### config.mk
export PLATFORM = sky130hd
export DESIGN_NAME = sar_comparator_nb_flat
export DESIGN_NICKNAME = d
export VERILOG_FILES = /design/src/rtl/sar_comparator_nb_pkg.sv /design/src/rtl/sar_comparator_nb_if.sv /design/src/rtl/sar_comparator_nb_comp_vote_counter.sv /design/src/rtl/sar_comparator_nb.sv /design/src/flat_wrapper.sv
export SDC_FILE = /design/constraint.sdc
export NUM_CORES = 1
export LEC_CHECK = 0
export CORE_MARGIN = 2
export CORE_UTILIZATION = 52
export DETAILED_ROUTE_END_ITERATION = 8
export PLACE_DENSITY_LB_ADDON = 0.08
export RECOVER_POWER = 100
export SYNTH_ARGS = -nofsm -noshare
export SYNTH_HDL_FRONTEND = slang
export SYNTH_SLANG_ARGS = --single-unit
### constraint.sdc
create_clock -name clk -period 8.85 [get_ports clk]
set_input_delay 0.885 -clock clk [delete_from_list [all_inputs] [get_ports clk]]
set_output_delay 0.885 -clock clk [all_outputs]
set_load 0.05 [all_outputs]
### src/rtl/sar_comparator_nb_pkg.sv
`default_nettype none
// sar_comparator_nb_pkg: state encodings and elaboration helpers shared by the comparator files.
// Revision 1.0
package sar_comparator_nb_pkg;

  typedef logic [1:0] state_t;

  localparam state_t ST_IDLE = 2'd0;
  localparam state_t ST_EVAL = 2'd1;
  localparam state_t ST_WAIT = 2'd2;

  localparam int WAIT_W = 4;

  function automatic int clog2(input int value);
    int r;
    r = 0;
    for (int v = value - 1; v > 0; v = v >> 1) r++;
    return r;
  endfunction

  function automatic bit nvote_ok(input int n);
    return (n >= 1) && ((n % 2) == 1);
  endfunction

endpackage
`default_nettype wire

### src/rtl/sar_comparator_nb_if.sv
`default_nettype none
// sar_comparator_nb_if: start/busy/done handshake and DAC code bundle for the comparator.
// Revision 1.0
interface sar_comparator_nb_if #(
  parameter int WIDTH = 10,
  parameter int OFS_W = 4
);
  logic             comp_start;
  logic [WIDTH-1:0] vip;
  logic [WIDTH-1:0] vin;
  logic [OFS_W-1:0] comp_offset;
  logic             comp_busy;
  logic             comp_done;
  logic             comp_result;
  logic             comp_overrun;

  modport master (
    output comp_start, vip, vin, comp_offset,
    input  comp_busy, comp_done, comp_result, comp_overrun
  );

  modport slave (
    input  comp_start, vip, vin, comp_offset,
    output comp_busy, comp_done, comp_result, comp_overrun
  );
endinterface
`default_nettype wire

### src/rtl/sar_comparator_nb_comp_vote_counter.sv
`default_nettype none
// comp_vote_counter: counts vote edges and positive votes; flags the last vote and the majority.
// Revision 1.0
module comp_vote_counter
  import sar_comparator_nb_pkg::*;
#(
  parameter int NVOTE = 1
) (
  input  wire logic clk,
  input  wire logic rst,
  input  wire logic clear,
  input  wire logic vote_en,
  input  wire logic vote,
  output logic      last_vote,
  output logic      majority
);

  localparam int            CW       = clog2(NVOTE + 1);
  localparam logic [CW-1:0] LAST_IDX = CW'(NVOTE - 1);
  localparam logic [CW:0]   HALF     = (CW + 1)'(NVOTE / 2);

  logic [CW-1:0] edge_cnt;
  logic [CW-1:0] ones_cnt;
  logic [CW:0]   ones_total;

  always_ff @(posedge clk) begin
    if (rst || clear) begin
      edge_cnt <= '0;
      ones_cnt <= '0;
    end else if (vote_en) begin
      edge_cnt <= edge_cnt + 1'b1;
      ones_cnt <= ones_cnt + CW'(vote);
    end
  end

  // The current vote joins the tally combinationally so the decision lands on the last vote edge.
  assign ones_total = {1'b0, ones_cnt} + (CW + 1)'(vote);
  assign last_vote  = vote_en && (edge_cnt == LAST_IDX);
  assign majority   = ones_total > HALF;

endmodule
`default_nettype wire

### src/rtl/sar_comparator_nb.sv
`default_nettype none
// sar_comparator_nb: behavioural SAR comparator with offset, majority voting and programmable latency.
// Revision 1.0
module sar_comparator_nb
  import sar_comparator_nb_pkg::*;
#(
  parameter int WIDTH   = 10,
  parameter int OFS_W   = 4,
  parameter int NVOTE   = 1,
  parameter int LATENCY = 0
) (
  input wire logic          clk,
  input wire logic          rst,
  sar_comparator_nb_if.slave bus
);

  localparam int                CMP_W     = WIDTH + 2;
  localparam bit                NO_WAIT   = (LATENCY == 0);
  localparam logic [WAIT_W-1:0] LAST_WAIT = WAIT_W'((LATENCY == 0) ? 0 : LATENCY - 1);

  if (!nvote_ok(NVOTE)) begin : g_bad_nvote
    $error("sar_comparator_nb: NVOTE must be odd and >= 1");
  end
  if (LATENCY < 0 || LATENCY > 15) begin : g_bad_latency
    $error("sar_comparator_nb: LATENCY must be in 0..15");
  end

  state_t            state;
  state_t            state_nxt;
  logic [WAIT_W-1:0] wait_cnt;
  logic              decision;
  logic              busy, done, result, overrun;
  logic              busy_nxt, done_nxt, result_nxt, overrun_nxt;
  logic              accept, wait_last, finish;
  logic              vote, last_vote, majority;

  logic signed [CMP_W-1:0] pos_side;
  logic signed [CMP_W-1:0] neg_side;

  // Two guard bits keep vip+offset free of wrap at both ends of the code range.
  assign pos_side = $signed({2'b00, bus.vip})
                  + $signed({{(CMP_W - OFS_W){bus.comp_offset[OFS_W-1]}}, bus.comp_offset});
  assign neg_side = $signed({2'b00, bus.vin});
  assign vote     = (pos_side >= neg_side);

  comp_vote_counter #(.NVOTE(NVOTE)) u_votes (
    .clk       (clk),
    .rst       (rst),
    .clear     (accept),
    .vote_en   (state == ST_EVAL),
    .vote      (vote),
    .last_vote (last_vote),
    .majority  (majority)
  );

  assign accept    = (state == ST_IDLE) && bus.comp_start;
  assign wait_last = (state == ST_WAIT) && (wait_cnt == LAST_WAIT);
  assign finish    = (last_vote && NO_WAIT) || wait_last;

  always_ff @(posedge clk) begin
    if (rst) begin
      state    <= ST_IDLE;
      busy     <= 1'b0;
      done     <= 1'b0;
      result   <= 1'b0;
      overrun  <= 1'b0;
      wait_cnt <= '0;
      decision <= 1'b0;
    end else begin
      state   <= state_nxt;
      busy    <= busy_nxt;
      done    <= done_nxt;
      result  <= result_nxt;
      overrun <= overrun_nxt;
      // Held at zero outside WAIT, so it is already clear on entry.
      if (state == ST_WAIT) wait_cnt <= wait_cnt + 1'b1;
      else                  wait_cnt <= '0;
      if (last_vote) decision <= majority;
    end
  end

  always_comb begin
    state_nxt = state;
    case (state)
      ST_IDLE: if (bus.comp_start) state_nxt = ST_EVAL;
      ST_EVAL: if (last_vote) state_nxt = NO_WAIT ? ST_IDLE : ST_WAIT;
      ST_WAIT: if (wait_last) state_nxt = ST_IDLE;
      default: state_nxt = ST_IDLE;
    endcase
  end

  always_comb begin
    busy_nxt    = (state_nxt != ST_IDLE);
    done_nxt    = finish;
    overrun_nxt = bus.comp_start && busy;
    result_nxt  = result;
    if (accept)      result_nxt = 1'b0;
    else if (finish) result_nxt = NO_WAIT ? majority : decision;
  end

  assign bus.comp_busy    = busy;
  assign bus.comp_done    = done;
  assign bus.comp_result  = result;
  assign bus.comp_overrun = overrun;

endmodule
`default_nettype wire

### src/flat_wrapper.sv
// flat-port wrapper written by rule: the top's interface ports become plain ports
module sar_comparator_nb_flat import sar_comparator_nb_pkg::*;
#(
  parameter int WIDTH   = 10,
  parameter int OFS_W   = 4,
  parameter int NVOTE   = 1,
  parameter int LATENCY = 0
)
  (clk, rst, bus_comp_start, bus_vip, bus_vin, bus_comp_offset, bus_comp_busy, bus_comp_done, bus_comp_result, bus_comp_overrun);
  sar_comparator_nb_if #(.WIDTH(WIDTH), .OFS_W(OFS_W)) bus_i ();
  input wire logic clk;
  input wire logic rst;
  input wire logic [$bits(bus_i.comp_start)-1:0] bus_comp_start;
  input wire logic [$bits(bus_i.vip)-1:0] bus_vip;
  input wire logic [$bits(bus_i.vin)-1:0] bus_vin;
  input wire logic [$bits(bus_i.comp_offset)-1:0] bus_comp_offset;
  output wire logic [$bits(bus_i.comp_busy)-1:0] bus_comp_busy;
  output wire logic [$bits(bus_i.comp_done)-1:0] bus_comp_done;
  output wire logic [$bits(bus_i.comp_result)-1:0] bus_comp_result;
  output wire logic [$bits(bus_i.comp_overrun)-1:0] bus_comp_overrun;
  assign bus_i.comp_start = bus_comp_start;
  assign bus_i.vip = bus_vip;
  assign bus_i.vin = bus_vin;
  assign bus_i.comp_offset = bus_comp_offset;
  assign bus_comp_busy = bus_i.comp_busy;
  assign bus_comp_done = bus_i.comp_done;
  assign bus_comp_result = bus_i.comp_result;
  assign bus_comp_overrun = bus_i.comp_overrun;
  sar_comparator_nb #(.WIDTH(WIDTH), .OFS_W(OFS_W), .NVOTE(NVOTE), .LATENCY(LATENCY)) u_core (.clk(clk), .rst(rst), .bus(bus_i));
endmodule
== Yosys cells after proc, flatten, opt, wreduce, memory -nomap -nowiden ==
Index checks and enable logic that the tools add are counted.

* Register bits: 12
* Input bits: 27
* Logic and storage cells: 34

* Add/subtract/negate cells: 5
* Magnitude comparators: 2
* Equality and inequality tests: 2
* Muxes and demuxes: 4
* Bitwise gates (word level): 2
* Reductions and logical operators: 11

{| class="wikitable"
|+ Operators with widths
! operator !! count
|-
| 11-bit by 4-bit adder with 12-bit output || 1
|-
| 12-bit by 11-bit greater-or-equal comparator with 1-bit output || 1
|-
| 2-bit two-way mux || 3
|-
| 2-bit case mux with 3 select lines || 1
|-
| 4-bit by 1-bit adder with 4-bit output, second input constant || 1
|-
| 1-bit logical AND || 4
|-
| 4-bit logical NOT || 1
|-
| 2-bit OR reduction || 2
|-
| 1-bit by 1-bit adder with 2-bit output || 1
|-
| 2-bit by 1-bit equality test with 1-bit output, second input constant || 1
|-
| 2-bit equality test, second input constant || 1
|-
| 2-bit by 1-bit greater-than comparator with 1-bit output, second input constant || 1
|-
| 2-bit logical NOT || 1
|-
| 1-bit logical OR || 2
|-
| 1-bit inverter || 2
|-
| 2-bit nonzero test || 1
|-
| 1-bit adder || 1
|-
| 1-bit adder, second input constant || 1
|}

== Longest topological paths before layout ==
Gate-level depths: netlist of run 1.

* Depth in word-level cells: 5
* Depth in mapped cells: 17
* Mapped depth without buffers: 17

== Modules after synthesis ==
Synthesis of run 1 repeated with hierarchy kept, for this count alone.

* Cells, all modules: 137
* Area total of the unflattened synthesis: 1199.9 um^2

{| class="wikitable"
|+ Modules (own cells, without submodules)
! module !! instances !! cells each !! area each (um^2)
|-
| sar_comparator_nb || 1 || 126 || 1091.0
|-
| comp_vote_counter || 1 || 11 || 108.9
|}

== Worst setup path before layout of run 1 ==
OpenSTA, ideal clock, no wires.

* Path kind: input port to flip-flop
* Start point: input port bus_comp_offset[0]
* End point: register u_core.u_votes.ones_cnt
* Setup time: 0.114 ns
* Data arrival time: 3.855 ns
* Data required time: 8.736 ns
* Slack: 4.881 ns
* Cell stages on the path: 16
* Path buffers: 0
* Cell sequence: ha_1 > fa_1 > a211oi_1 > o21bai_2 > a21oi_1 > xnor2_1 > ha_1 > and3_4 > a2111oi_4 > o221ai_1 > o21a_1 > o211ai_2 > o31a_1 > ha_1 > a21oi_1 > nor2_1

* Longest elaborated chain between the ends: 3

{| class="wikitable"
|+ Ends and longest elaborated chain
! what !! line !! source
|-
| start, declared || flat_wrapper.sv:16 || <nowiki>input wire logic [$bits(bus_i.comp_offset)-1:0] bus_comp_offset;</nowiki>
|-
| 11-bit by 4-bit adder with 12-bit output || sar_comparator_nb.sv:42 || <nowiki>+ $signed({{(CMP_W - OFS_W){bus.comp_offset[OFS_W-1]}}, bus.comp_offset});</nowiki>
|-
| 12-bit by 11-bit greater-or-equal comparator with 1-bit output || sar_comparator_nb.sv:44 || <nowiki>assign vote = (pos_side >= neg_side);</nowiki>
|-
| 1-bit adder || sar_comparator_nb_comp_vote_counter.sv:32 || <nowiki>ones_cnt <= ones_cnt + CW'(vote);</nowiki>
|-
| end signal, assigned || sar_comparator_nb_comp_vote_counter.sv:32 ||
|-
| end, declared || sar_comparator_nb_comp_vote_counter.sv:23 || <nowiki>logic [CW-1:0] ones_cnt;</nowiki>
|}

No other way between the ends.
A chain may end at the register's enable or synchronous reset.

== Final worst setup path of run 1 ==
* Start point: input port bus_comp_offset[3]
* End point: register u_core.u_votes.ones_cnt

The elaborated chain is that of the path after synthesis.

==> flow_summary.toml, run 1 <==
[global_routing]
grt_pass1_vias = 1016
grt_max_degree = 11
grt_overflow = 0
gr-usage-all-layers_pct = 18.8
antenna_found_initial = 0
grt_pass1_wl_um = 3880

[clock_network]
cts_resized = 0
ctsRootBufferMaster = "clkbuf_4"
max-clock-path-buffers = 2
cts_made_buffers = 3
cts.reportedPaths.clkPinSlew_ns = 0.07
postCtsHoldBufs = 0
cts_sinks = 12
postCtsSetupBuffers = 0
htree_levels = 1
cts_tree = "done"
insertion_delay_ns = 0.27

[setup_path]
cp-end-kind = "register"
crit_fanout = 10
r2r_setup_slack_ns = 7.43
reg2reg_to = "u_core.bus.comp_result"
reg2reg_from = "u_core.wait_cnt[0]"
critPathKind = "primary input to register"
worst_setup_path_start_kind = "primary input"
critPathRequiredTime_ns = 9.02
arrival_ns = 4.60
r2r_cells = 7

[floorplan]
num_io_pins = 31
core_mm2 = 0.00217
die_width_um = 51.4
core.rowCount = 17
die_h_um = 51.4
initial_core_util_pct = 53.8
die_area_mm2 = 0.00264

[yosys]
yosys_warnings = 0
yosysUniqueCellTypes = 36
syn_inst = 138
syn_area_per_cell_um2 = 8.46
ys_seq_area_share_pct = 20.6
synth_seq_cells = 12
synth_top_area_share_pct = 25.7
syn-num-nets = 190
synthesis.area_mm2 = 0.00117
yosys-top-cells-area = "ha_1 26%, dfxtp_1 21%, inv_1 6.8%"
yosysTopAreaCell = "ha_1"

[route]
routed_wl_um = 2220
first_pass_iters = 4
postRouteAntennaNets = 0
route.detailed.drc = 0
post_drt_wl_per_cell_um = 11.2
viasPerCell = 5.27
drt_iter0_drc = 18
dr_total_vias = 1049

[worst_hold_path]
hp-class = "register to register"
min_from = "u_core.wait_cnt[0]"
min_path_cells = 1
hold_end = "u_core.wait_cnt[0]"

[sta]
timing.fmax_mhz = 226
worstMarginPinSlew_ns = 0.499
min_period_ns = 4.43
slew_headroom_pct = 65.9
skew_ns = 0.00472
fin_tns_setup_ns = 0
finalMaxSlewViolations = 0
period_share_pct = 50.0
rsz0062_at_grt = "false"
setup_viol = 0
hold_violations = 0
whs_ns = 0.461

[finish]
antenna_cells = 0
final_cell_mix = "24 x ha_1, 24 x clkdlybuf4s50_1, 21 x inv_1"
fill_cells = 200
finalNetCount = 225
final_cells = 199
drive_gt1_share_pct = 4.68
final_util_pct = 69.4
syn_to_final_growth_pct = 29.0

[placement]
hpwlAfterDp_um = 1910
place_congestion = 0.759
placedCellCount = 196
port_buffers = 30

[run]
drv_cap = 0

[pwr]
powerDensity_mw_per_mm2 = 111
p_leak_nw = 0.698
finalPower_w = 0.000167
max-vdd-ir-drop_v = 0.000120

[outcome]
outcome = "complete, no violations"
-- synth_stat cells --
cell type and instances:
a21o_1 2, a31oi_1 2, or2_2 1, xnor2_1 7, o21bai_2 1, nor3_1 2
a32oi_1 1, a2111oi_4 1, nand2_1 6, a211oi_1 2, ha_1 24, mux2i_1 1
nor2_1 14, dfxtp_1 12, a2111oi_0 1, a21oi_1 11, nor2b_1 1, o221ai_1 1
o21a_1 3, o21ai_2 1, fa_1 1, xor2_1 4, o211ai_2 1, nand4_1 1
a211o_1 1, o21ai_0 1, nand3_1 4, o21ai_1 1, and3_1 1, nor3b_1 1
inv_1 21, o31a_1 2, o211ai_1 2, and3_4 1, nand2b_1 1, a31o_1 1
-- layout make-up --
class	count	area, um2	area share [%]
multi-input cells	105	830	55.1
repair buffers	30	300	19.9
inverters	21	78.8	5.23
well taps	28	35.0	2.33
flip-flops and latches	12	240	15.9
clock buffers	3	22.5	1.50
-- logic make-up after synthesis --
kind of cell    count (synthesis)  share of synthesized area (%)
compound gates                 35                           22.8
xor+xnor                       11                           8.25
fa+ha+maj                      25                           27.4
buf+inv                        21                           6.75
flops                          12                           20.6
mux                             1                          0.857
simple gates                   33                           13.3
-- power by group --
group	leakage [nW]	total [W]	internal, W	switching (W)
Sequential	0.0975	0.0000562	0.0000555	0.000000752
Clock	0.0138	0.0000326	0.0000158	0.0000169
Combinational	0.587	0.0000785	0.0000405	0.0000380
-- worst max path at each step --
stage	endpoint	slack, ns	start	depth (start not counted)
floorplan	u_core.u_votes.ones_cnt	4.88	bus_comp_offset[0]	16
global placement	u_core.u_votes.ones_cnt	4.34	bus_comp_offset[0]	17
detailed placement	u_core.u_votes.ones_cnt	4.26	bus_comp_offset[0]	17
CTS	u_core.bus.comp_result	4.54	bus_comp_offset[0]	18
global route	u_core.bus.comp_result	3.97	bus_comp_offset[3]	17
finish	u_core.u_votes.ones_cnt	4.42	bus_comp_offset[3]	16
-- registers in the layout (all words and copies together), names as in the netlist --
name,flops
u_core.wait_cnt,4
u_core.state,2
u_core.bus.comp_busy,1
u_core.bus.comp_done,1
u_core.bus.comp_overrun,1
u_core.bus.comp_result,1
u_core.u_votes.edge_cnt,1
u_core.u_votes.ones_cnt,1
-- worst max-delay path, stage by stage --
cell and delay [ns]:
dlygate4sd3_1 0.79, ha_1 0.36, a21oi_1 0.22, a31o_1 0.23, nand2_1 0.09, xor2_1 0.15
ha_1 0.29, and3_4 0.16, a2111oi_0 0.40, o221ai_1 0.18, o21a_1 0.16, o211ai_2 0.15
o31a_1 0.15, ha_1 0.22, a21oi_1 0.12, nor2_1 0.05
-- per-layer routing --
layer	wire, um	track usage [%]	vias to the layer above
li1	-	-	551
met3	94	0.877	5
met1	1020	22.6	468
met4	38	7.89	0
met2	1070	34.4	25
met5	0	0	-
-- metrics by stage --
stage	instance area, um2	setup WS [ns]
final	1510	4.42
after global routing	1510	3.97
after CTS	1530	4.54
after detailed placement	1500	4.26
after global placement	1500	4.34
after floorplan	1170	4.88
No activity file was read; power rests on OpenSTA's default activity.
==> inputs of run 2 (changes only) <==
CORE_UTILIZATION = 44   (was 52)
clock period = 3.71 ns   (was 8.85 ns; I/O delays follow)
==> flow_summary.toml, run 2 (synthesized netlist as in run 1, its figures left out) <==
[outcome]
outcome = "complete, no violations"

[pwr]
powerDensity_mw_per_mm2 = 278
max-vdd-ir-drop_v = 0.000235
p_comb_share_pct = 47.7
pwr-share-seq_pct = 29.4
finalPower_w = 0.000456
p_sw_w = 0.000148
power.share.clock_pct = 22.9
swShare_pct = 32.5
p_leak_nw = 0.756
internal_power_w = 0.000308

[sta]
hold_violations = 0
min_period_ns = 3.57
period_share_pct = 96.2
skew_ns = 0.00214
slew_headroom_pct = 66.1
finalMaxSlewViolations = 0
worstMarginPinSlew_ns = 0.507
timing.fmax_mhz = 280
setup_viol = 0

[floorplan]
core.rowCount = 18
core_mm2 = 0.00250
die_width_um = 55.5
num_io_pins = 31
die_area_mm2 = 0.00308
die_h_um = 55.5
initial_core_util_pct = 46.7

[setup_path]
worst_setup_path_start_kind = "primary input"
crit_fanout = 2
cpPeakStageDelay_ns = 0.41
crit_top_cell = "ha_1"
crit_chain = "clkdlybuf4s50_1 -> ha_2 -> fa_2 -> a211oi_2 -> o21bai_2 -> a21oi_2 -> xnor2_1 -> ha_1 -> and3_4 -> a2111oi_4 -> o221ai_1 -> o21a_1 -> o211ai_2 -> o31a_1 -> ha_1 -> a21oi_1 -> nor2_1"
reg2reg_to = "u_core.bus.comp_result"
critPathRequiredTime_ns = 3.89
reg2reg_from = "u_core.wait_cnt[0]"
crit_slowest_cell = "clkdlybuf4s50_1"
cp-end-kind = "register"
arrival_ns = 3.74
r2r_cells = 7
critPathKind = "primary input to register"
r2r_setup_slack_ns = 2.34

[placement]
hpwlAfterDp_um = 2100
port_buffers = 30
placedCellCount = 208
place_congestion = 0.786

[worst_hold_path]
min_path_cells = 1
min_from = "u_core.wait_cnt[0]"
hold_end = "u_core.wait_cnt[0]"
hp-class = "register to register"

[clock_network]
htree_levels = 1
ctsRootBufferMaster = "clkbuf_4"
insertion_delay_ns = 0.28
max-clock-path-buffers = 2
cts_sinks = 12
cts.reportedPaths.clkPinSlew_ns = 0.07
cts_made_buffers = 3
cts_tree = "done"

[finish]
final_common_cell = "clkdlybuf4s50_1"
seqCellArea_um2 = 240
top_register = "u_core.wait_cnt"
drive_gt1_share_pct = 13.7
final_cells = 212
syn_to_final_growth_pct = 40.3
final_util_pct = 65.5
final_cell_mix = "25 x clkdlybuf4s50_1, 23 x ha_1, 21 x inv_1"
finalNetCount = 235
multi_input_area_um2 = 870
fill_cells = 224
largest_reg_flops = 4
reg_top3 = "u_core.wait_cnt (4), u_core.state (2)"
antenna_cells = 0

[global_routing]
grt_overflow = 0
grt_pass1_vias = 1061
gr-usage-all-layers_pct = 17.3
grt_max_degree = 9
antenna_found_initial = 0
grt_pass1_wl_um = 4420

[route]
post_drt_wl_per_cell_um = 11.8
dr_total_vias = 1080
drt_iter0_drc = 9
routed_wl_um = 2500
route.detailed.drc = 0
first_pass_iters = 4
viasPerCell = 5.09
postRouteAntennaNets = 0

[run]
drv_cap = 0
[run 2: metrics by stage]
step	hold WS, ns	area [um2]	TNS (ns)	worst slack [ns]
final	0.472	1640	0	0.143
after CTS	0.472	1620	0	0.0149
after global routing	0.498	1640	-0.0315	-0.0170
after floorplan	0.430	1170	0	0.255
after detailed placement	0.453	1580	-0.650	-0.343
after global placement	0.448	1580	-0.467	-0.248
[run 2: power by group through the flow]
stage	Clock (W)	Sequential, W	Combinational, W
2_1_floorplan	0	0.000144	0.000133
3_3_place_gp	0	0.000137	0.000208
3_5_place_dp	0	0.000137	0.000215
4_1_cts	0.000107	0.000134	0.000217
5_1_grt	0.000112	0.000135	0.000245
6_report	0.000105	0.000134	0.000217
[run 2: final cells by class]
type	count	share of cell area, %
clock buffer	4	2.22
inverter	21	4.81
multi-input combinational	105	53.1
sequential	12	14.7
tap	30	2.29
timing repair buffer	40	22.9
[run 2: critical path, delay by kind of cell]
| family | cells | cell delay (ns) |
|---|---|---|
| compound gates | 9 | 1.55 |
| simple gates | 2 | 0.25 |
| fa+ha+maj | 4 | 1.04 |
| buf+inv | 1 | 0.41 |
| xor+xnor | 1 | 0.12 |
[run 2: timing repair]
| action | 4_1_cts | 5_1_grt |
|---|---|---|
| resized for setup | 1 | 4 |
| buffers inserted | 0 | 0 |
| setup endpoints to repair | 2 | 2 |
| hold buffers | 0 | 0 |
| pin swaps | 0 | 0 |
[run 2: how the worst max path moves through the flow]
stage,start,endpoint,slack [ns],cells after the start
3_3_place_gp,bus_comp_offset[0],u_core.u_votes.ones_cnt,-0.25,17
6_report,bus_comp_offset[0],u_core.u_votes.ones_cnt,0.14,17
5_1_grt,bus_comp_offset[0],u_core.bus.comp_result,-0.02,18
3_5_place_dp,bus_comp_offset[0],u_core.u_votes.ones_cnt,-0.34,17
4_1_cts,bus_comp_offset[0],u_core.u_votes.ones_cnt,0.01,17
2_1_floorplan,bus_comp_offset[0],u_core.u_votes.ones_cnt,0.26,16
[run 2: routing by layer]
layer  vias up  global-route usage, %  wire [um]
li1        571                      -          -
met1       483                   20.7       1110
met2        21                   31.0       1260
met3         5                   1.17         79
met4         0                   8.36         48
met5         -                      0          0
